`config.mk`:
```
export PLATFORM = sky130hd
export DESIGN_NAME = rr_arbiter_4
export DESIGN_NICKNAME = d
export VERILOG_FILES = /design/src/rtl/rr_arbiter_4.sv
export SDC_FILE = /design/constraint.sdc
export NUM_CORES = 1
export LEC_CHECK = 0
export CAP_MARGIN = 5
export CORE_MARGIN = 2
export CORE_UTILIZATION = 48
export CTS_CLUSTER_DIAMETER = 200
export CTS_CLUSTER_SIZE = 16
export DETAILED_ROUTE_END_ITERATION = 7
export PLACE_DENSITY = 0.76
export SLEW_MARGIN = 20
export SYNTH_ARGS = -nofsm -noshare
export SYNTH_HDL_FRONTEND = slang
export SYNTH_SLANG_ARGS = --single-unit
```
`constraint.sdc`:
```
create_clock -name i_clk -period 2 [get_ports i_clk]
set_clock_uncertainty 0.05 [all_clocks]
set_input_delay 0.5 -clock i_clk [delete_from_list [all_inputs] [get_ports i_clk]]
set_output_delay 0.5 -clock i_clk [all_outputs]
set_load 0.02 [all_outputs]
```
`src/rtl/rr_arbiter_4.sv`:
```
// Four-requester round-robin arbiter with a per-grant hold limit.
// The grant is registered; a revoked grant is always followed by one idle cycle.
module rr_arbiter_4 #(
    parameter int HOLD_MAX = 15,
    parameter int CW       = 4
) (
    input  logic       i_clk,
    input  logic       i_rst,
    input  logic       i_en,
    input  logic [3:0] i_req,
    output logic [3:0] o_gnt,
    output logic [1:0] o_gnt_id,
    output logic       o_busy,
    output logic       o_timeout
);

    localparam logic [CW-1:0] CNT_LAST = CW'(HOLD_MAX - 1);

    typedef enum logic {
        ST_IDLE  = 1'b0,
        ST_GRANT = 1'b1
    } state_t;

    state_t        r_state;
    state_t        w_state_nxt;
    logic [3:0]    r_gnt;
    logic [3:0]    w_gnt_nxt;
    logic [1:0]    r_gnt_id;
    logic [1:0]    w_gnt_id_nxt;
    logic [1:0]    r_last_id;
    logic [1:0]    w_last_id_nxt;
    logic [CW-1:0] r_cnt;
    logic [CW-1:0] w_cnt_nxt;
    logic          r_timeout;
    logic          w_timeout_nxt;
    logic          w_found;
    logic [1:0]    w_winner;

    // Walks from the lowest-priority slot (last itself) up to last+1, so the
    // final hit is the requester immediately after the one last served.
    function automatic logic [2:0] pick_next(input logic [3:0] req, input logic [1:0] last);
        logic [2:0] res;
        logic [1:0] idx;
        res = 3'b000;
        for (int k = 3; k >= 0; k--) begin
            idx = last + 2'(k + 1);
            if (req[idx]) begin
                res = {1'b1, idx};
            end
        end
        return res;
    endfunction

    always_comb begin
        {w_found, w_winner} = pick_next(i_req, r_last_id);
    end

    always_comb begin
        w_state_nxt   = r_state;
        w_gnt_nxt     = r_gnt;
        w_gnt_id_nxt  = r_gnt_id;
        w_last_id_nxt = r_last_id;
        w_cnt_nxt     = r_cnt;
        w_timeout_nxt = 1'b0;
        case (r_state)
            ST_IDLE: begin
                w_gnt_nxt = 4'b0000;
                if (i_en && w_found) begin
                    w_state_nxt  = ST_GRANT;
                    w_gnt_nxt    = 4'b0001 << w_winner;
                    w_gnt_id_nxt = w_winner;
                    w_cnt_nxt    = '0;
                end
            end
            ST_GRANT: begin
                if (!i_en || !i_req[r_gnt_id] || (r_cnt == CNT_LAST)) begin
                    w_state_nxt   = ST_IDLE;
                    w_gnt_nxt     = 4'b0000;
                    w_last_id_nxt = r_gnt_id;
                    w_cnt_nxt     = '0;
                    // Reaching here with en and req still high means the hold limit fired.
                    w_timeout_nxt = i_en && i_req[r_gnt_id];
                end else begin
                    w_cnt_nxt = r_cnt + CW'(1);
                end
            end
            default: begin
                w_state_nxt = ST_IDLE;
                w_gnt_nxt   = 4'b0000;
                w_cnt_nxt   = '0;
            end
        endcase
    end

    always_ff @(posedge i_clk) begin
        if (i_rst) begin
            r_state   <= ST_IDLE;
            r_gnt     <= 4'b0000;
            r_gnt_id  <= 2'b00;
            r_last_id <= 2'b11;
            r_cnt     <= '0;
            r_timeout <= 1'b0;
        end else begin
            r_state   <= w_state_nxt;
            r_gnt     <= w_gnt_nxt;
            r_gnt_id  <= w_gnt_id_nxt;
            r_last_id <= w_last_id_nxt;
            r_cnt     <= w_cnt_nxt;
            r_timeout <= w_timeout_nxt;
        end
    end

    assign o_gnt     = r_gnt;
    assign o_gnt_id  = r_gnt_id;
    assign o_busy    = |r_gnt;
    assign o_timeout = r_timeout;

endmodule

```
**Yosys cells after proc, flatten, opt, wreduce, memory -nomap -nowiden**

Index checks and enable logic that the tools add are counted.

- Flip-flop bits (word level): 14
- Output and inout bits: 8
- Logic and storage cells: 54

- Add/subtract/negate cells: 4
- $lt $le $gt $ge: 5
- Equality and inequality tests: 3
- Shifts and indexed selects: 1
- Multiplexer cells: 23
- Bitwise gates (word level): 2
- Reduce and logical (&&, ||, !) cells: 10

Operator list:

| operator | number |
|---|---|
| 4-bit two-way mux | 4 |
| 4-bit case mux with 2 select lines | 2 |
| 2-bit by 3-bit less-than comparator with 1-bit output (second input constant) | 5 |
| 3-bit two-way mux | 4 |
| 1-bit binary-select mux with 2-bit select | 5 |
| 1-bit two-way mux | 7 |
| 2-bit adder (second input constant) | 2 |
| 4-bit by 1-bit adder with 4-bit output (second input constant) | 1 |
| 4-bit == test (second input constant) | 1 |
| 2-bit AND reduction | 2 |
| 4-bit OR reduction | 1 |
| 1-bit by 2-bit << shifter with 4-bit output (first input constant) | 1 |
| 3-bit OR reduction | 1 |
| 2-bit by 1-bit adder with 2-bit output (second input constant) | 1 |
| 1-bit logical AND | 2 |
| 1-bit logical NOT | 2 |
| 1-bit logical OR | 2 |
| 2-bit by 1-bit != test with 1-bit output (second input constant) | 1 |
| 2-bit != test (second input constant) | 1 |
| 1-bit inverter | 2 |
| 1-bit case mux with 2 select lines | 1 |

**Longest topological paths before layout**

Gate-level depths: netlist of the first run.

- Word-level depth: 9
- Mapped depth: 6
- Mapped depth without buffers: 6

**Worst setup path after synthesis of the first run**

No wires, ideal clock.

- Path kind: register to register
- From: register r_gnt_id[0], in the netlist o_gnt_id[0]
- To: register r_cnt[3]
- Arrival time: 1.617 ns
- Data required time: 1.828 ns
- Setup slack: 0.211 ns
- Cell stages (with the launch flop): 6
- Buffers on the path: 1
- Cells stage by stage: dfxtp_1 > mux4_2 > nand4b_2 > nor2b_2 > buf_6 > a221o_1

- Word-level cells in the longest chain between the ends: 7

RTL lines:

| item | RTL line | RTL |
|---|---|---|
| start, declared | 28 | `logic [1:0] r_gnt_id;` |
| start signal, assigned | 106 | `r_gnt_id <= w_gnt_id_nxt;` |
| 1-bit binary-select mux with 2-bit select | 76 | `if (!i_en \|\| !i_req[r_gnt_id] \|\| (r_cnt == CNT_LAST)) begin` |
| 1-bit two-way mux (not written as such) | 76 |  |
| 1-bit logical NOT | 76 |  |
| 1-bit logical OR (2 in a row) | 76 |  |
| 4-bit two-way mux | 76 |  |
| 4-bit case mux with 2 select lines | 65 | `case (r_state)` |
| end signal, assigned | 108 | `r_cnt <= w_cnt_nxt;` |
| end, declared | 32 | `logic [CW-1:0] r_cnt;` |

No other way between the ends. The select of a mux whose other input is x is not followed.
A chain may end at the register's enable or synchronous reset.

**Final worst setup path of the first run**

- From: input port i_req[0]
- To: register r_last_id[0]

- Word-level cells in the longest chain between the ends: 6

RTL lines:

| item | RTL line | RTL |
|---|---|---|
| start, declared | 10 | `input logic [3:0] i_req,` |
| 1-bit binary-select mux with 2-bit select | 76 |  |
| 1-bit two-way mux (not written as such) | 76 |  |
| 1-bit logical NOT | 76 |  |
| 1-bit logical OR (2 in a row) | 76 |  |
| 2-bit AND reduction (no line) | n/a |  |
| end signal, assigned | 107 | `r_last_id <= w_last_id_nxt;` |
| end, declared | 30 | `logic [1:0] r_last_id;` |

No other way between the ends. The select of a mux whose other input is x is not followed.

==> summary.json, run 1 <==
{
  "skew_pair_late_insertion_delay_ns": 0.27,
  "rrSetupSlack_ns": 0.32,
  "drtAntennaViolNets": 0,
  "max_clock_freq_mhz": 532,
  "overflow": 0,
  "vias_per_cell": 5.98,
  "synth.yosys.warnings": 0,
  "worst_setup_path_endpoint": "r_last_id[0]",
  "num_antenna_cells": 0,
  "gp_routability_congestion": 0.761,
  "dr.first_iter.drc_count": 31,
  "post-dp-hpwl_microns": 1230,
  "critical_path_peak_fanout": 3,
  "number_of_pins_exceeding_their_max_slew_limit_in_the_final_report": 0,
  "critPathArrivalTime_ns": 1.99,
  "rsz0062_at_grt": "no",
  "number_of_fillers_in_the_final_layout": 136,
  "core.rowCount": 14,
  "critical_path_buf_inv_count": 1,
  "crit_path_start_kind": "input pin",
  "clock_sink_count": 14,
  "timing.final.crit_share_pct": 94.0,
  "layout.nets": 110,
  "post_cts.repair.setup_buffers": 0,
  "timing.critical_path.required_ns": 2.11,
  "netlist_top_cells_area": "sky130_fd_sc_hd__dfxtp_1 (38%), sky130_fd_sc_hd__a32o_1 (5.5%), sky130_fd_sc_hd__nor2_1 (3.6%)",
  "floorplan.initialDensity_pct": 49.6,
  "ctsRootBufferMaster": "sky130_fd_sc_hd__clkbuf_4",
  "avgRoutedWirePerCell_microns": 13.7,
  "crit_path_end_kind": "register",
  "fin_cells": 116,
  "antenna_violations_before_repair": 0,
  "drc": 0,
  "syn-cell-area_sq_um": 729,
  "power-per-cell-area_nw_per_um2": 658,
  "drv.max_cap_violation_count": 0,
  "synth_most_common_cell": "sky130_fd_sc_hd__dfxtp_1",
  "synth_fp_nets": 86,
  "tritoncts": "yes",
  "num_vias": 694,
  "r2r_start": "o_gnt_id[0]",
  "hold_viol_final": 0,
  "worst_slew_pin_slew_ns": 0.350,
  "number_of_enable_flip_flop_cells_after_synthesis": 0,
  "share_of_final_layout_standard_cells_stronger_than_drive_strength_1_pct": 21.0,
  "startpoint": "i_req[0]",
  "synthTopCellsByCount": "sky130_fd_sc_hd__dfxtp_1 (14), sky130_fd_sc_hd__nor2_1 (7), sky130_fd_sc_hd__a32o_1 (4), sky130_fd_sc_hd__nand2_1 (4)",
  "io_pins": 15,
  "critical_path_cell_count": 5,
  "run_status": "finished, final reports clean",
  "first_global_vias": 655,
  "critPathSlowestCell": "sky130_fd_sc_hd__mux4_2",
  "regToRegEndpoint": "r_last_id[0]",
  "synthArstFlopShare_pct": 0,
  "routed_wirelength_microns": 1590,
  "final.setup.worst_slack_ns": 0.121,
  "dp_slack_ns": -0.152,
  "cts_inserted_buffers": 3,
  "finalHoldWorstSlack_ns": 0.465,
  "grt_usage_pct": 20.4,
  "cp_slowest_stage_delay_ns": 0.50,
  "cts_htree_levels": 1,
  "syn_inst": 77,
  "post-place-cells": 112,
  "clock_buffer_depth": 2,
  "die-area_sq_um": 1850,
  "timing.final.setup_violations": 0,
  "timing.slew.headroom_pct": 76.6,
  "synth_largest_area_cell": "sky130_fd_sc_hd__dfxtp_1",
  "fp.dieW_microns": 43.0,
  "yosys.cell_types.count": 34,
  "global_route_wire_length_before_repair_microns": 2810,
  "synth.avg_cell_area_sq_um": 9.47,
  "timing.critical_path.cells": "clkdlybuf4s50_1 -> mux4_2 -> nand3_1 -> nand2_1 -> a211o_1",
  "worst_ir_drop_vdd_mv": 0.380,
  "post-route-min-period_ns": 1.88,
  "timing.hold.worst.class": "register to register",
  "cp_top_family": "multiplexers",
  "synth.ff_latch_count": 14,
  "layout-area-overhead-vs-synth_pct": 31.9,
  "worst_r2r_path_depth": 4,
  "grt_max_degree": 11,
  "place.port_buffers": 14,
  "die_h_microns": 43.0,
  "yosysSeqAreaShare_pct": 38.4,
  "fraction_of_post_synthesis_cell_area_in_the_top_cell_type_by_area_pct": 38.4,
  "ys.flop_type": "sky130_fd_sc_hd__dfxtp_1",
  "timing.setup.critical_path_class": "input pin to register",
  "core-area_sq_um": 1470,
  "total_leakage_power_nw": 0.390,
  "firstDrtPassIters": 4,
  "clk_transition_reported_paths_ns": 0.08
}
[worst min-delay path by stage]
stage,startpoint,to,depth (start not counted)
final,o_gnt[0],o_gnt[0],1
after global routing,o_gnt[3],o_gnt[3],1
after CTS,o_gnt[0],o_gnt[0],1
after detailed placement,o_gnt[0],o_gnt[0],1
after global placement,o_gnt[0],o_gnt[0],1
after floorplan,r_last_id[0],r_last_id[0],1
[kinds of logic (layout without fill, tap and decap cells)]
family | after synthesis | count (layout) | synth area share [%]
AO/OA/AOI/OAI | 24 | 24 | 26.6
adder cells (fa/ha/maj) | 2 | 2 | 3.43
buffers and inverters | 6 | 29 | 4.12
flip-flops | 14 | 14 | 38.4
multiplexers | 3 | 3 | 6.17
AND/OR/NAND/NOR | 28 | 28 | 21.3
[through the flow]
| step | area (sq um) | TNS [ns] | power (mW) | utilization (%) |
|---|---|---|---|---|
| floorplan | 729 | 0 | 0.384 | - |
| global placement | 931 | -0.947 | 0.444 | 63.3 |
| detailed placement | 931 | -1.08 | 0.447 | 63.3 |
| CTS | 967 | 0 | 0.640 | 65.7 |
| global route | 962 | 0 | 0.665 | 65.4 |
| finish | 962 | 0 | 0.633 | 65.4 |
[cell type report]
type	count	area (sq um)	area share, %
well taps	16	20.0	2.08
inverters	3	11.3	1.17
clock buffers	4	36.3	3.77
repair buffers	22	195	20.3
multi-input cells	57	419	43.6
flip-flops and latches	14	280	29.1
[sequential cells by signal, summed over array words and instances, names as in the netlist]
name	count
o_gnt	4
o_gnt_id	2
o_timeout	1
r_cnt	4
r_last_id	2
r_state	1
[cells in the final DEF (no fill, tap or decap), types with 2 or more instances in the layout]
master,count
sky130_fd_sc_hd__clkbuf_4,3
sky130_fd_sc_hd__dfxtp_1,14
sky130_fd_sc_hd__nor3_1,2
sky130_fd_sc_hd__a21oi_1,3
sky130_fd_sc_hd__a31oi_1,2
sky130_fd_sc_hd__buf_4,8
sky130_fd_sc_hd__o221ai_1,2
sky130_fd_sc_hd__and2_1,3
sky130_fd_sc_hd__nand3_1,3
sky130_fd_sc_hd__o21ai_0,2
sky130_fd_sc_hd__inv_1,3
sky130_fd_sc_hd__clkdlybuf4s50_1,13
sky130_fd_sc_hd__nor2_1,7
sky130_fd_sc_hd__a221o_1,2
sky130_fd_sc_hd__a32o_1,4
sky130_fd_sc_hd__mux2_2,2
sky130_fd_sc_hd__nand2b_1,2
sky130_fd_sc_hd__nand2_1,4
sky130_fd_sc_hd__ha_1,2
sky130_fd_sc_hd__nor2b_1,2
[metal layers]
layer / part of all wire (%) / vias to the layer above / global-route usage (%)
li1: - / 344 / -
met1: 45 / 326 / 25.3
met2: 48 / 24 / 33.3
met3: 7.7 / 0 / 8.51
met4: 0 / 0 / 3.64
met5: 0 / - / 0
[repair_timing]
| item | CTS | global route |
|---|---|---|
| endpoints found under the hold margin | 0 | 0 |
| hold buffers | 0 | 0 |
| setup endpoints to repair | 1 | 1 |
| gates resized for setup | 2 | 1 |
[where the power goes]
group	total [mW]	leakage (nW)	internal, mW	switching, mW
sequential	0.307	0.114	0.291	0.0161
clock	0.194	0.0210	0.111	0.0829
combinational	0.133	0.255	0.0683	0.0646
total	0.633	0.390	0.470	0.164
No activity file was read; power rests on OpenSTA's default activity.
==> inputs of run 2 (changes only) <==
Settings changed: ABC_CLOCK_PERIOD_IN_PS set to 2000.
==> results of run 2 <==
No change in the layout: final DEF, timing and power equal those of run 1.
